### src/rtl/cabac_bs_feeder_pkg.sv
// Shared constants and helpers for the CABAC bitstream feeder.
package cabac_bs_feeder_pkg;

  localparam int unsigned BS_BUF_W        = 32;
  localparam int unsigned BS_PUSH_MAX     = 24;
  localparam int unsigned BS_VALID_MIN    = 16;
  localparam int unsigned CABAC_INIT_BITS = 9;
  localparam int unsigned BS_CNT_W        = 6;

  localparam logic [7:0] EPB_BYTE     = 8'h03;
  localparam logic [1:0] EPB_ZERO_RUN = 2'd2;

  typedef enum logic [1:0] {RmNone, RmInit, RmAlign, RmConsume} rm_kind_e;

  // Bits needed to reach the next byte boundary from a consumed-bit position.
  function automatic logic [3:0] align_bits(input logic [2:0] pos);
    logic [2:0] amt;
    amt = 3'd0 - pos;
    return {1'b0, amt};
  endfunction

endpackage

### src/rtl/cabac_bs_epb_filter.sv
// Emulation-prevention byte detector: tracks the run of accepted 0x00 bytes and
// strobes drop_o for a 0x03 that follows two of them.
module cabac_bs_epb_filter
  import cabac_bs_feeder_pkg::*;
(
  input  logic        clk,
  input  logic        rst,
  input  logic [7:0]  byte_i,
  input  logic        accept_i,
  output logic        drop_o,
  output logic [15:0] epb_cnt_o
);

  logic [1:0]  zrun_q, zrun_d;
  logic [15:0] cnt_q, cnt_d;

  assign drop_o    = accept_i && (byte_i == EPB_BYTE) && (zrun_q == EPB_ZERO_RUN);
  assign epb_cnt_o = cnt_q;

  always_comb begin
    zrun_d = zrun_q;
    cnt_d  = cnt_q;
    if (accept_i) begin
      if (drop_o) begin
        zrun_d = 2'd0;
        if (cnt_q != 16'hFFFF) cnt_d = cnt_q + 16'd1;
      end else if (byte_i == 8'h00) begin
        zrun_d = (zrun_q == EPB_ZERO_RUN) ? EPB_ZERO_RUN : zrun_q + 2'd1;
      end else begin
        zrun_d = 2'd0;
      end
    end
  end

  always_ff @(posedge clk) begin
    if (rst) begin
      zrun_q <= 2'd0;
      cnt_q  <= 16'd0;
    end else begin
      zrun_q <= zrun_d;
      cnt_q  <= cnt_d;
    end
  end

endmodule

### src/rtl/cabac_bs_feeder.sv
// Byte-to-bit feeder for the CABAC engine: 32-bit MSB-aligned shift buffer.
// Emulation-prevention byte removal is built only with CABAC_EPB_REMOVE_EN.
module cabac_bs_feeder
  import cabac_bs_feeder_pkg::*;
(
  input  logic        clk,
  input  logic        rst,
  input  logic        en,
  input  logic [7:0]  i_byte,
  input  logic        i_byte_valid,
  output logic        o_byte_ready,
  input  logic [2:0]  i_consume_len,
  input  logic        i_init,
  input  logic        i_byte_align,
  output logic [7:0]  o_rbsp_in,
  output logic [8:0]  o_leading9bits,
  output logic        o_data_valid,
  output logic        o_underflow
`ifdef CABAC_EPB_REMOVE_EN
  ,
  output logic [15:0] o_epb_cnt
`endif
);

  logic [BS_BUF_W-1:0] buf_q, buf_d, buf_mid;
  logic [BS_CNT_W-1:0] cnt_q, cnt_d, cnt_mid;
  logic [2:0]          pos_q, pos_d;
  logic                uf_q, uf_d;
  logic                accept, drop, append;
  rm_kind_e            rm_kind;
  logic [3:0]          rm_req, rm_amt;
  logic                rm_ok;

  assign o_byte_ready   = en && (cnt_q <= BS_CNT_W'(BS_PUSH_MAX));
  assign accept         = i_byte_valid && o_byte_ready;
  assign o_data_valid   = (cnt_q >= BS_CNT_W'(BS_VALID_MIN));
  assign o_rbsp_in      = buf_q[BS_BUF_W-1 -: 8];
  assign o_leading9bits = buf_q[BS_BUF_W-1 -: 9];
  assign o_underflow    = uf_q;
  assign append         = accept && !drop;

`ifdef CABAC_EPB_REMOVE_EN
  cabac_bs_epb_filter u_epb (
    .clk       (clk),
    .rst       (rst),
    .byte_i    (i_byte),
    .accept_i  (accept),
    .drop_o    (drop),
    .epb_cnt_o (o_epb_cnt)
  );
`else
  assign drop = 1'b0;
`endif

  always_comb begin
    rm_kind = RmNone;
    rm_req  = 4'd0;
    if (en) begin
      if (i_init) begin
        rm_kind = RmInit;
        rm_req  = 4'(CABAC_INIT_BITS);
      end else if (i_byte_align) begin
        rm_kind = RmAlign;
        rm_req  = align_bits(pos_q);
      end else if (i_consume_len != 3'd0) begin
        rm_kind = RmConsume;
        rm_req  = {1'b0, i_consume_len};
      end
    end
    case (rm_kind)
      RmInit, RmConsume: rm_ok = o_data_valid;
      RmAlign:           rm_ok = ({2'b00, rm_req} <= cnt_q);
      default:           rm_ok = 1'b1;
    endcase
    rm_amt = rm_ok ? rm_req : 4'd0;
  end

  // Removal and append happen in the same cycle; the new byte lands just
  // below whatever survives the shift.
  always_comb begin
    buf_mid = buf_q << rm_amt;
    cnt_mid = cnt_q - BS_CNT_W'(rm_amt);
    buf_d   = buf_mid;
    cnt_d   = cnt_mid;
    pos_d   = pos_q + rm_amt[2:0];
    uf_d    = uf_q | ((rm_kind != RmNone) && !rm_ok);
    if (append) begin
      buf_d = buf_mid | ({i_byte, 24'd0} >> cnt_mid);
      cnt_d = cnt_mid + BS_CNT_W'(8);
    end
  end

  always_ff @(posedge clk) begin
    if (rst) begin
      buf_q <= '0;
      cnt_q <= '0;
      pos_q <= '0;
      uf_q  <= 1'b0;
    end else begin
      buf_q <= buf_d;
      cnt_q <= cnt_d;
      pos_q <= pos_d;
      uf_q  <= uf_d;
    end
  end

endmodule

### config.mk
export PLATFORM = sky130hd
export DESIGN_NAME = cabac_bs_feeder
export DESIGN_NICKNAME = d
export VERILOG_FILES = /design/src/rtl/cabac_bs_feeder_pkg.sv /design/src/rtl/cabac_bs_epb_filter.sv /design/src/rtl/cabac_bs_feeder.sv
export SDC_FILE = /design/constraint.sdc
export NUM_CORES = 1
export LEC_CHECK = 0
export CORE_AREA = 3 3 106 108
export CTS_CLUSTER_DIAMETER = 120
export CTS_CLUSTER_SIZE = 25
export DETAILED_ROUTE_END_ITERATION = 10
export DIE_AREA = 0 0 109 111
export HOLD_SLACK_MARGIN = 0.02
export PLACE_DENSITY = 0.74
export SLEW_MARGIN = 20
export SYNTH_ARGS = -nofsm -noshare
export SYNTH_HDL_FRONTEND = slang
export SYNTH_SLANG_ARGS = --single-unit
### constraint.sdc
create_clock -name clk -period 11.9 [get_ports clk]
set_clock_uncertainty 0.1 [all_clocks]
set_input_delay 1.785 -clock clk [delete_from_list [all_inputs] [get_ports clk]]
set_output_delay 1.785 -clock clk [all_outputs]
set_load 0.02 [all_outputs]
==> qor_table.md <==
| Metric | This run |
|:---|:---|
| Result of the run | finished clean |
| Data arrival time at the worst-slack endpoint | 8.84 ns |
| Synthesized cell area | 0.00464 mm^2 |
| Sum of routed wire length over all layers | 15,700 um |
| Setup violations, final | 0 |
| Drt first pass iters | 6 |
| Area enclosed by the die boundary | 0.0121 mm^2 |
| Number of global-route vias before repair | 4,586 |
| Category of the critical setup timing path | in -> reg |
| Endpoint type of the worst setup path | flip-flop |
| Fraction of the cycle the final worst path needs | 73.6% |
| Cell area after placement | 0.00483 mm^2 |
| Final Instance Count excl. Fillers | 724 |
| Number of register bits inferred by synthesis | 42 |
| Effective utilization at floorplan | 45.0% |
| Average detailed-routed wire length per instance | 21.7 um |
| Clock tree from TritonCTS | built |
| Count of flip-flops with a built-in enable after synthesis | 0 |
| Slew @ Worst Pin | 1.18 ns |
| Max stage delay on crit path | 0.84 ns |
| Total count of max-transition violations in the final report | 0 |
| Post-layout instance area | 0.00496 mm^2 |
| Hpwl dp | 11,400 um |
| Crit path from | i_byte_align |
| Worst path slowest cell | sky130_fd_sc_hd__xnor2_2 |
| Iter 0 DRT Violations | 597 |
| Post-route DRC violation count | 0 |
| Synthesized net count | 636 |
| Die H | 111 um |
| Commonest cells after routing, fill and taps aside | 62 x sky130_fd_sc_hd__nand2_1, 52 x sky130_fd_sc_hd__nor2_1, 42 x sky130_fd_sc_hd__dfxtp_1 |
| Delay-heaviest family, CP | buffers and inverters |
| Global-route met1 utilization | 35.2% |
| Vias per cell | 6.89 |
| Leakage Power | 1.73 nW |
| Clock slew seen by the registers of the worst setup and hold paths | 0.10 ns |
| Die width | 109 um |
| Total CTS buffers | 5 |
| Worst EP required | 11.99 ns |
| Kind of path behind the tightest hold check | reg -> reg |
| Met3 global-route usage | 8.21% |
| Core Rows | 37 |
| Relative max-transition margin | 21.0% |
| Vias | 4,985 |
| Global placement routability congestion | 0.974 |
| Seq/Total Area, Yosys | 18.1% |
| # resized after CTS | 0 |
| Most used routing layer | met2 |
| Fraction of registers with async set/reset | 0% |
| DRT antenna net count | 0 |
| Worst-path fanout max | 52 |
| Setup crit start kind | primary input |
| Max-Cap Viols | 0 |
| First-pass GRT wire length | 24,700 um |
| Setup slack at placement | 2.98 ns |
| Number of diodes | 0 |
| RSZ-0062 raised after global routing | no |
| Maximum root-to-sink buffer count | 2 |
| Pin count of the biggest net entering global routing | 53 |
| Prevailing post-synth register cell | sky130_fd_sc_hd__dfxtp_1 |
| Layout overhead on the synthesized area | 6.90% |
| Clk Latency, worst-skew pair | 0.32 ns |
| Most common library cell in the layout ignoring fill and taps | sky130_fd_sc_hd__nand2_1 |
| Number of antenna violations at the first check in global routing | 0 |
| I/O pin count | 37 |
| Combined buffer and inverter count along the critical path | 5 |
| Yosys synthesis warning count | 0 |
| Fraction of layout cells with a size suffix above 1 | 11.6% |
| Clock root cell | sky130_fd_sc_hd__clkbuf_8 |
| Buffer count from post-CTS setup fixing | 0 |
| Number of sinks driven by the clock tree | 42 |
| Overflow left after global routing | 0 |
| IR Drop Worst-Case VDD | 0.120 mV |
| Gr usage total | 25.6% |
| Met2 Resource Use GR | 37.0% |
| Placed cell count | 716 |
| Core Box Area | 0.0103 mm^2 |
| Net count reported at finish | 617 |
| Level count of the clock H-tree | 2 |
| Synthesized area per cell | 7.66 um^2 |
| Final worst slack | 3.14 ns |
| Clock period minus worst slack | 8.76 ns |
| Endpoints failing hold | 0 |
| Count of input and output buffers | 36 |
| Fmax achieved | 114 MHz |
| Number of cells produced by synthesis | 606 |
| Ratio of total power to cell area | 226 mW/mm^2 |
| Cell chain of the critical path | clkdlybuf4s50_1, mux2_1, o21a_1, buf_4, inv_2, ha_1, nor2b_1, o211a_1, o21a_2, buf_4, nor2_2, inv_2, ha_1, a21oi_1, nand2_1, xnor2_2, mux2i_1, nor2_1, nor4_1, nor3_1 |
| Start point of the worst hold path | o_underflow |
| Hold Buf Count CTS | 0 |
| Count of different cell masters after synthesis | 83 |
| Sum Neg Setup Slack | 0 ns |
| FF-to-FF Start | pos_q[0] |
==> worst register-to-register path, stage by stage, from the launching register on <==
cell,delay (ns)
sky130_fd_sc_hd__dfxtp_1,0.38
sky130_fd_sc_hd__inv_1,0.06
sky130_fd_sc_hd__ha_1,0.28
sky130_fd_sc_hd__mux2_2,0.26
sky130_fd_sc_hd__nand3b_1,0.44
sky130_fd_sc_hd__inv_1,0.37
sky130_fd_sc_hd__ha_1,0.39
sky130_fd_sc_hd__nor2b_1,0.13
sky130_fd_sc_hd__o211a_1,0.22
sky130_fd_sc_hd__o21a_2,0.21
sky130_fd_sc_hd__buf_4,0.29
sky130_fd_sc_hd__nor2_2,0.84
sky130_fd_sc_hd__inv_2,0.55
sky130_fd_sc_hd__ha_1,0.52
sky130_fd_sc_hd__a21oi_1,0.19
sky130_fd_sc_hd__nand2_1,0.15
sky130_fd_sc_hd__xnor2_2,0.84
sky130_fd_sc_hd__mux2i_1,0.40
sky130_fd_sc_hd__nor2_1,0.15
sky130_fd_sc_hd__nor4_1,0.28
sky130_fd_sc_hd__nor3_1,0.09
==> sequential cells by signal, summed over array words and instances, names as in the netlist <==
register	count
buf_q	32
cnt_q	6
o_underflow	1
pos_q	3
==> report_power, final <==
part / internal, W / switching (W)
Clock: 0.0000842 / 0.0000591
Sequential: 0.000181 / 0.0000550
Combinational: 0.000276 / 0.000467
==> kinds of logic after synthesis <==
kind of cell | Yosys count | synth area share [%]
buf+inv | 86 | 10.2
mux | 35 | 9.13
xor+xnor | 12 | 2.26
compound gates | 186 | 31.7
flops | 42 | 18.1
simple gates | 232 | 24.8
fa+ha+maj | 13 | 3.83
==> layer usage <==
layer	vias to the layer above	wire [um]	part of all wire (%)
met1	2337	6320	40
met5	-	0	0
li1	2255	-	-
met2	339	6770	43
met4	0	488	3.1
met3	54	2120	13
==> stage by stage <==
step	hold WS (ns)	util, %	power (W)
after floorplan	0.434	-	0.000787
after global placement	0.347	46.8	0.000944
after detailed placement	0.354	46.8	0.000957
after CTS	0.376	48.1	0.00110
after global routing	0.416	48.1	0.00119
final	0.373	48.1	0.00112
==> synth_stat cells, types with 7 or more instances <==
cell type                  count  share of area [%]
sky130_fd_sc_hd__nand4_1      15                2.0
sky130_fd_sc_hd__a211oi_1     13                2.1
sky130_fd_sc_hd__o31ai_1      21                3.4
sky130_fd_sc_hd__mux2_2       12                2.9
sky130_fd_sc_hd__a21oi_1      32                3.4
sky130_fd_sc_hd__dfxtp_1      42                 18
sky130_fd_sc_hd__nand3_1      24                2.6
sky130_fd_sc_hd__a221oi_2      7                2.3
sky130_fd_sc_hd__mux2i_1      15                3.2
sky130_fd_sc_hd__ha_1         11                3.0
sky130_fd_sc_hd__o21ai_0      12                1.3
sky130_fd_sc_hd__nand2_1      62                5.0
sky130_fd_sc_hd__nor2_1       52                4.2
sky130_fd_sc_hd__buf_2        17                1.8
sky130_fd_sc_hd__a31oi_1      18                2.4
sky130_fd_sc_hd__clkbuf_1     21                1.7
sky130_fd_sc_hd__and2_1        9                1.2
sky130_fd_sc_hd__nor3_1       24                2.6
sky130_fd_sc_hd__a311oi_1     12                2.3
sky130_fd_sc_hd__inv_1        13                1.1
sky130_fd_sc_hd__buf_4        22                3.6
==> cell type report <==
type,count,area (um^2)
clock buffer,5,68.8
clock inverter,3,68.8
fill,1019,5360
inverter,17,63.8
multi-input combinational,478,3340
sequential,42,841
tap,136,170
timing repair buffer,43,413
==> final timing paths <==
check | end | slack [ns] | cells past startpoint
max | buf_q[17] | 3.14 | 20
min | o_underflow | 0.37 | 1
max reg2reg | buf_q[17] | 4.64 | 20
min reg2reg | o_underflow | 0.37 | 1
Power figures use the tool's default switching activity.
